<file path="src/rtl/rf_port_sequencer.sv">
// Dual-read / single-write register-file front end over a single-port sync RAM.
// Optional starvation guard for pending reads: RF_SEQ_STARVE_GUARD_EN.
module rf_port_sequencer #(
  parameter int ADDR_W = 4,
  parameter int DATA_W = 32
) (
  input  logic              clk,
  input  logic              rst_n,
  input  logic              req_valid,
  output logic              req_ready,
  input  logic [ADDR_W-1:0] req_rs1,
  input  logic [ADDR_W-1:0] req_rs2,
  output logic              rsp_valid,
  input  logic              rsp_ready,
  output logic [DATA_W-1:0] rsp_rs1_data,
  output logic [DATA_W-1:0] rsp_rs2_data,
  input  logic              wr_valid,
  output logic              wr_ready,
  input  logic [ADDR_W-1:0] wr_addr,
  input  logic [DATA_W-1:0] wr_data,
  output logic              mem_en,
  output logic              mem_we,
  output logic [ADDR_W-1:0] mem_addr,
  output logic [DATA_W-1:0] mem_wdata,
  input  logic [DATA_W-1:0] mem_rdata
);

  typedef enum logic [2:0] {IDLE, RD1, RD2, WAIT, RESP} state_t;

  state_t            state, nxt;
  logic [ADDR_W-1:0] rs1_q, rs2_q, src;
  logic              pend_q, in_rd, src_nz, force_rd, wr_acc, rd_issue, stall;

`ifdef RF_SEQ_STARVE_GUARD_EN
  // Counts back-to-back read-phase cycles lost to writes; any other cycle clears it.
  logic [1:0] gcnt_q;
  assign force_rd = (gcnt_q == 2'd3);
  always_ff @(posedge clk or negedge rst_n) begin
    if (!rst_n)     gcnt_q <= '0;
    else if (stall) gcnt_q <= gcnt_q + 2'd1;
    else            gcnt_q <= '0;
  end
`else
  assign force_rd = 1'b0;
`endif

  always_comb begin
    in_rd     = (state == RD1) || (state == RD2);
    src       = (state == RD2) ? rs2_q : rs1_q;
    src_nz    = |src;
    req_ready = (state == IDLE);
    wr_ready  = !(in_rd && src_nz && force_rd);
    wr_acc    = wr_valid && wr_ready;
    // x0 source needs no port cycle, so a write never holds it up
    stall     = in_rd && src_nz && wr_acc;
    rd_issue  = in_rd && src_nz && !wr_acc;
    mem_en    = 1'b0;
    mem_we    = 1'b0;
    mem_addr  = '0;
    mem_wdata = '0;
    if (wr_acc && |wr_addr) begin
      mem_en    = 1'b1;
      mem_we    = 1'b1;
      mem_addr  = wr_addr;
      mem_wdata = wr_data;
    end else if (rd_issue) begin
      mem_en   = 1'b1;
      mem_addr = src;
    end
    nxt = state;
    case (state)
      IDLE:    if (req_valid) nxt = RD1;
      RD1:     if (!stall)    nxt = RD2;
      RD2:     if (!stall)    nxt = WAIT;
      WAIT:                   nxt = RESP;
      RESP:    if (rsp_ready) nxt = IDLE;
      default:                nxt = IDLE;
    endcase
  end

  always_ff @(posedge clk or negedge rst_n) begin
    if (!rst_n) begin
      state        <= IDLE;
      rs1_q        <= '0;
      rs2_q        <= '0;
      pend_q       <= 1'b0;
      rsp_valid    <= 1'b0;
      rsp_rs1_data <= '0;
      rsp_rs2_data <= '0;
    end else begin
      state     <= nxt;
      pend_q    <= rd_issue;
      rsp_valid <= (nxt == RESP);
      if (state == IDLE && req_valid) begin
        rs1_q <= req_rs1;
        rs2_q <= req_rs2;
      end
      // Later assignments win: a snooped write overrides RAM data returning the same cycle.
      if (state == RD1 && !src_nz) rsp_rs1_data <= '0;
      if (state == RD2 && pend_q)  rsp_rs1_data <= mem_rdata;
      if ((state == RD2 || state == WAIT) && wr_acc && |rs1_q && wr_addr == rs1_q)
        rsp_rs1_data <= wr_data;
      if (state == RD2 && !src_nz) rsp_rs2_data <= '0;
      if (state == WAIT && pend_q) rsp_rs2_data <= mem_rdata;
      if (state == WAIT && wr_acc && |rs2_q && wr_addr == rs2_q)
        rsp_rs2_data <= wr_data;
    end
  end

endmodule

</file>
<file path="config.mk">
export PLATFORM = sky130hd
export DESIGN_NAME = rf_port_sequencer
export DESIGN_NICKNAME = d
export VERILOG_FILES = /design/src/rtl/rf_port_sequencer.sv
export SDC_FILE = /design/constraint.sdc
export NUM_CORES = 1
export LEC_CHECK = 0
export CAP_MARGIN = 20
export CORE_MARGIN = 2
export CORE_UTILIZATION = 43
export DETAILED_ROUTE_END_ITERATION = 10
export PLACE_DENSITY = 0.88
export SLEW_MARGIN = 40
export SYNTH_ARGS = -nofsm -noshare
export SYNTH_HDL_FRONTEND = slang
export SYNTH_SLANG_ARGS = --single-unit
</file>
<file path="constraint.sdc">
create_clock -name clk -period 2.3 [get_ports clk]
set_input_delay 0.46 -clock clk [delete_from_list [all_inputs] [get_ports clk]]
set_output_delay 0.46 -clock clk [all_outputs]
set_load 0.02 [all_outputs]
</file>
# [Word-level counts from Yosys, hierarchy flattened]
# Cells that the tools add are included.
[word_totals] ff_bits=77 latchBits=0 mem_bits_rw=0 mem_bits_ro=0 inputBits=81 out_inout_bits=105 elab_cells=58 mem_count=0
[op_classes] addsub=0 multipliers=0 n_div=0 magnitude_cmp=0 eq_ne=7 shift=0 muxes=18 bitwise=0 n_reduce_logical=26
[op_table] op="32-bit two-way mux" count=7
[op_table] op="4-bit OR reduction" count=4
[op_table] op="1-bit logical AND" count=15
[op_table] op="3-bit one-hot mux with 5 select lines" count=1
[op_table] op="3-bit two-way mux" count=4
[op_table] op="4-bit two-way mux" count=3
[op_table] op="4-bit == test" count=2
[op_table] op="3-bit by 2-bit == test with 1-bit output, second input constant" count=2
[op_table] op="3-bit == test, second input constant" count=2
[op_table] op="3-bit nonzero test" count=2
[op_table] op="3-bit by 1-bit == test with 1-bit output, second input constant" count=1
[op_table] op="3-bit logical NOT" count=1
[op_table] op="1-bit two-way mux" count=3
[op_table] op="1-bit logical NOT" count=2
[op_table] op="1-bit logical OR" count=2

# [Longest topological paths before layout]
[depth] word_depth=8 mapped_depth=7 depth_no_buf=4

# [Least setup slack after synthesis]
# OpenSTA, ideal clock, no wires.
[synth_timing] path_kind="input to output" startpoint="input wr_valid" endpoint="output mem_wdata[22]" arrival_time_ps=1667 required_time_ps=1840 setup_slack_ps=173 path_stages=5 path_buffers=2 cell_sequence="clkbuf_1 -> inv_1 -> nor2_1 -> clkbuf_1 -> and2_1"
[synth_via] elab_chain_cells=2
[synth_lines] item="from (decl)" line="17" rtl="input logic wr_valid,"
[synth_lines] item="1-bit logical AND" line="61" rtl="if (wr_acc && |wr_addr) begin"
[synth_lines] item="32-bit two-way mux" line="61"
[synth_lines] item="to (decl)" line="24" rtl="output logic [DATA_W-1:0] mem_wdata,"
# Every way passes these cells.

# [Final worst setup path]
[layout_timing] startpoint="input wr_addr[3]" endpoint="register rsp_rs2_data[18]"
[layout_via] elab_chain_cells=3 elab_cells_between_ends=4 cone_classes="eq/ne (1); mux (1); reduce/logical (2)"
[layout_lines] item="from (decl)" line="19" rtl="input logic [ADDR_W-1:0] wr_addr,"
[layout_lines] item="4-bit == test *" line="105" rtl="if (state == WAIT && wr_acc && |rs2_q && wr_addr == rs2_q)"
[layout_lines] item="1-bit logical AND *" line="105"
[layout_lines] item="3-bit nonzero test (no source line) or 32-bit two-way mux (tied branches)"
[layout_lines] item="to (signal assigned)" line="104" rtl="if (state == WAIT && pend_q) rsp_rs2_data <= mem_rdata;"
[layout_lines] item="to (signal assigned)" line="106" rtl="rsp_rs2_data <= wr_data;"
[layout_lines] item="to (decl)" line="16" rtl="output logic [DATA_W-1:0] rsp_rs2_data,"
# Mark *: on every way between the ends. The rest lies on a longest branch, timed or not.
# A chain may end at the register's enable or synchronous reset.

==> impl_metrics.py <==
metrics = {
    "global_routing": {
        "grt_max_degree": 41,
        "grt.total_usage": 0.262,
        "grt_first_pass_wirelength_mm": 22.7,
        "grt.overflow.total": 0,
        "grt_pass1_vias": 4510,
        "grt_antenna_before_repair": 0,
    },
    "synth": {
        "syn-num-nets": 486,
        "syn_inst": 405,
        "synth_xor_area_frac": 0.0122,
        "synth_compound_area_frac": 0.127,
        "ys_types": 38,
        "yosysSeqAreaShare": 0.447,
        "muxShareOfSynthArea": 0.221,
        "synth-simple-area-share": 0.152,
        "synth_top_family_by_area": "multiplexers",
        "netlist_area_um2": 4310,
        "postSynthAreaPerCell_um2": 10.6,
        "ys_seq_elements": 77,
        "yosys_warnings": 0,
        "yosys.area_share.adder": 0,
    },
    "floorplanning": {
        "die_w_um": 104,
        "core-area_um2": 9770,
        "dieHeight_um": 104,
        "start_util": 0.441,
        "dieArea_um2": 10800,
        "num_io_pins": 186,
        "rows": 36,
    },
    "sta": {
        "clock_skew_ns": 0.00756,
        "fin_crit_ns": 2.28,
        "hold_violations": 0,
        "min_period_over_period": 0.993,
        "fin_ws_ns": 0.0165,
        "rsz0062_at_grt": "yes",
        "fin_setup_tns_ns": 0,
        "finalSetupViolations": 0,
        "fmax_mhz": 438,
        "tightest_slew_ns": 0.524,
        "slew_headroom": 0.651,
        "final_max_slew_viol_count": 0,
    },
    "worst_setup_path": {
        "crit_path_start_kind": "input port",
        "cpPeakStageDelay_ns": 0.50,
        "worstPathRequired_ns": 2.51,
        "slowest_stage": "a2111o_2",
        "cp-end-kind": "flip-flop",
        "crit_fanout": 17,
        "arrival_ns": 2.50,
        "cp_cell_sequence": "clkdlybuf4s50_1, buf_4, or3_1, a2111o_2, buf_12, mux2_4",
        "crit_type": "input port to flip-flop",
    },
    "detailed_routing": {
        "routed_wl_mm": 14.0,
        "dr.pass1.iters": 4,
        "drtIter0Drc": 192,
        "wire_per_inst_um": 18.8,
        "antenna_left": 0,
        "drc": 0,
        "dr_total_vias": 4021,
        "vias_per_cell": 5.40,
    },
    "pwr": {
        "peakVddDrop_mv": 0.608,
        "p_leak_nw": 3.12,
        "p_sw_mw": 2.82,
        "power.total_mw": 7.61,
        "power_frac_seq": 0.308,
        "p_sw_frac": 0.370,
        "clkPwrFrac": 0.143,
        "intPower_mw": 4.79,
        "combinationalPowerShare": 0.549,
        "power_density_nw_per_um2": 1150,
    },
    "finish": {
        "n_antenna_cell": 0,
        "ff_latch_area_um2": 1930,
        "multi_input_area_um2": 2290,
        "layout-drive-gt1-share": 0.296,
        "fillers": 733,
        "syn_to_final_growth_pct": 54.0,
        "finalNetCount": 690,
    },
    "outcome": {
        "status": "completed",
    },
    "clock_tree": {
        "clk_latency_ns": 0.33,
        "cts_buffers": 9,
        "holdBufCountCts": 0,
        "clkSinkCount": 77,
        "clk_pin_slew_ns": 0.08,
        "clockRootBuffer": "clkbuf_8",
        "clockBufferDepth": 2,
        "cts_tree": "done",
        "cts-htree-levels": 3,
    },
    "placed_design": {
        "port_buffers": 184,
        "gp_congestion": 0.914,
        "dp_slack_ns": -0.477,
        "hpwl_mm": 10.1,
    },
    "min_path": {
        "hold_path.class": "input port to async pin",
    },
    "job": {
        "cap_viol_max_count": 0,
    },
}
## per-stage QoR
step	instance area, µm²	util	hold slack (ns)	cells
after global placement	6540	0.669	0.453	728
after floorplan	4310	-	0.164	405
after global routing	6640	0.679	0.114	745
after detailed placement	6540	0.669	0.469	728
final	6640	0.679	0.0881	745
after CTS	6610	0.676	0.0914	743
## power groups by stage
stage,clock network (mW),logic (mW),registers [mW]
2_1_floorplan,0,1.68,2.85
3_3_place_gp,0,4.02,2.32
3_5_place_dp,0,4.16,2.34
4_1_cts,1.10,4.15,2.33
5_1_grt,1.16,4.44,2.40
6_report,1.09,4.18,2.34
## timing repair
action / in CTS / in global routing
endpoints found under the setup margin: 39 / 38
pin swaps: 1 / 3
endpoints found under the hold margin: 0 / 0
gates resized for setup: 157 / 14
buffers inserted: 1 / 2
## cell usage in the layout (no fill, tap or decap), types with 3 or more instances in the layout
cell type / n
dlymetal6s2s_1: 3
a22o_1: 32
nor3_1: 4
o21ai_0: 27
clkdlybuf4s50_1: 141
mux2_2: 41
clkbuf_8: 9
buf_12: 4
and2_1: 33
buf_6: 3
nand2_1: 73
o21ai_1: 11
xnor2_1: 4
buf_4: 37
dfrtp_1: 74
nor2_1: 4
nor2b_1: 3
buf_2: 34
dfrtp_2: 3
mux2i_1: 3
mux2_4: 30
## sequential cells by signal (all words and copies together) (netlist names)
register,cells
rsp_rs2_data,32
state,3
rs1_q,4
pend_q,1
rsp_valid,1
rs2_q,4
rsp_rs1_data,32
## final cells by class
type	instances	share of cell area
Inverter	2	0.00113
Timing Repair Buffer	226	0.307
Clock inverter	5	0.0117
Multi-Input combinational cell	293	0.346
Sequential cell	77	0.291
Tap cell	133	0.0251
Clock buffer	9	0.0187
## critical path, delay by kind of cell
| family | cells | cell delay, ns |
|---|---|---|
| buffers and inverters | 3 | 0.88 |
| AOI/OAI and AO/OA | 1 | 0.50 |
| and+or+nand+nor | 1 | 0.34 |
| muxes | 1 | 0.31 |
## synthesized netlist by cell type (all sizes together)
cell      n  area [µm²]
a2111o    1        11.3
a211o     1        8.76
a21o      2        15.0
a21oi     1        5.00
a22o     32         280
a31o      1        8.76
a31oi     1        6.26
and2     33         206
and4b     1        10.0
buf      16         104
clkbuf   17        63.8
conb      1        3.75
dfrtp    77        1930
inv       2        7.51
mux2     71         912
mux2i     4        40.0
nand2    73         274
nand4     2        12.5
nand4bb   1        11.3
nor2      6        22.5
nor2b     3        18.8
nor3      4        20.0
nor3b     2        31.3
nor4      1        6.26
nor4b     1        8.76
nor4bb    1        10.0
o211a     1        10.0
o21ai    39         195
o22ai     1        6.26
or3       2        12.5
or4       1        11.3
xnor2     4        35.0
xor2      2        17.5
## kinds of logic (layout without fill, tap and decap cells)
logic type	Yosys count	in the layout
AOI/OAI and AO/OA	80	80
DFF	77	77
buffers and inverters	35	242
other	1	1
and+or+nand+nor	131	131
muxes	75	75
xor gates and xnor gates	6	6
## per-layer routing
metal | up-vias | wire length, µm | share of wire | global-route usage
met5 | - | 0 | 0 | 0
met4 | 0 | 322 | 0.023 | 0.109
met3 | 31 | 989 | 0.071 | 0.0482
met2 | 195 | 7290 | 0.52 | 0.471
met1 | 1974 | 5420 | 0.39 | 0.306
li1 | 1821 | - | - | -
## path summary, 6_finish.rpt
kind | startpoint | to | slack [ns] | depth (start not counted)
min in group clk | rs2_q[1] | rs2_q[1] | 0.61 | 1
min reg2reg | rs2_q[1] | rs2_q[1] | 0.61 | 1
max in group asynchronous | rst_n | state[1] | 1.59 | 2
max reg2reg | rs2_q[2] | rsp_rs2_data[18] | 0.09 | 6
max | wr_addr[3] | rsp_rs2_data[18] | 0.02 | 6
min | rst_n | rsp_rs2_data[16] | 0.09 | 1
Power figures use the tool's default switching activity.
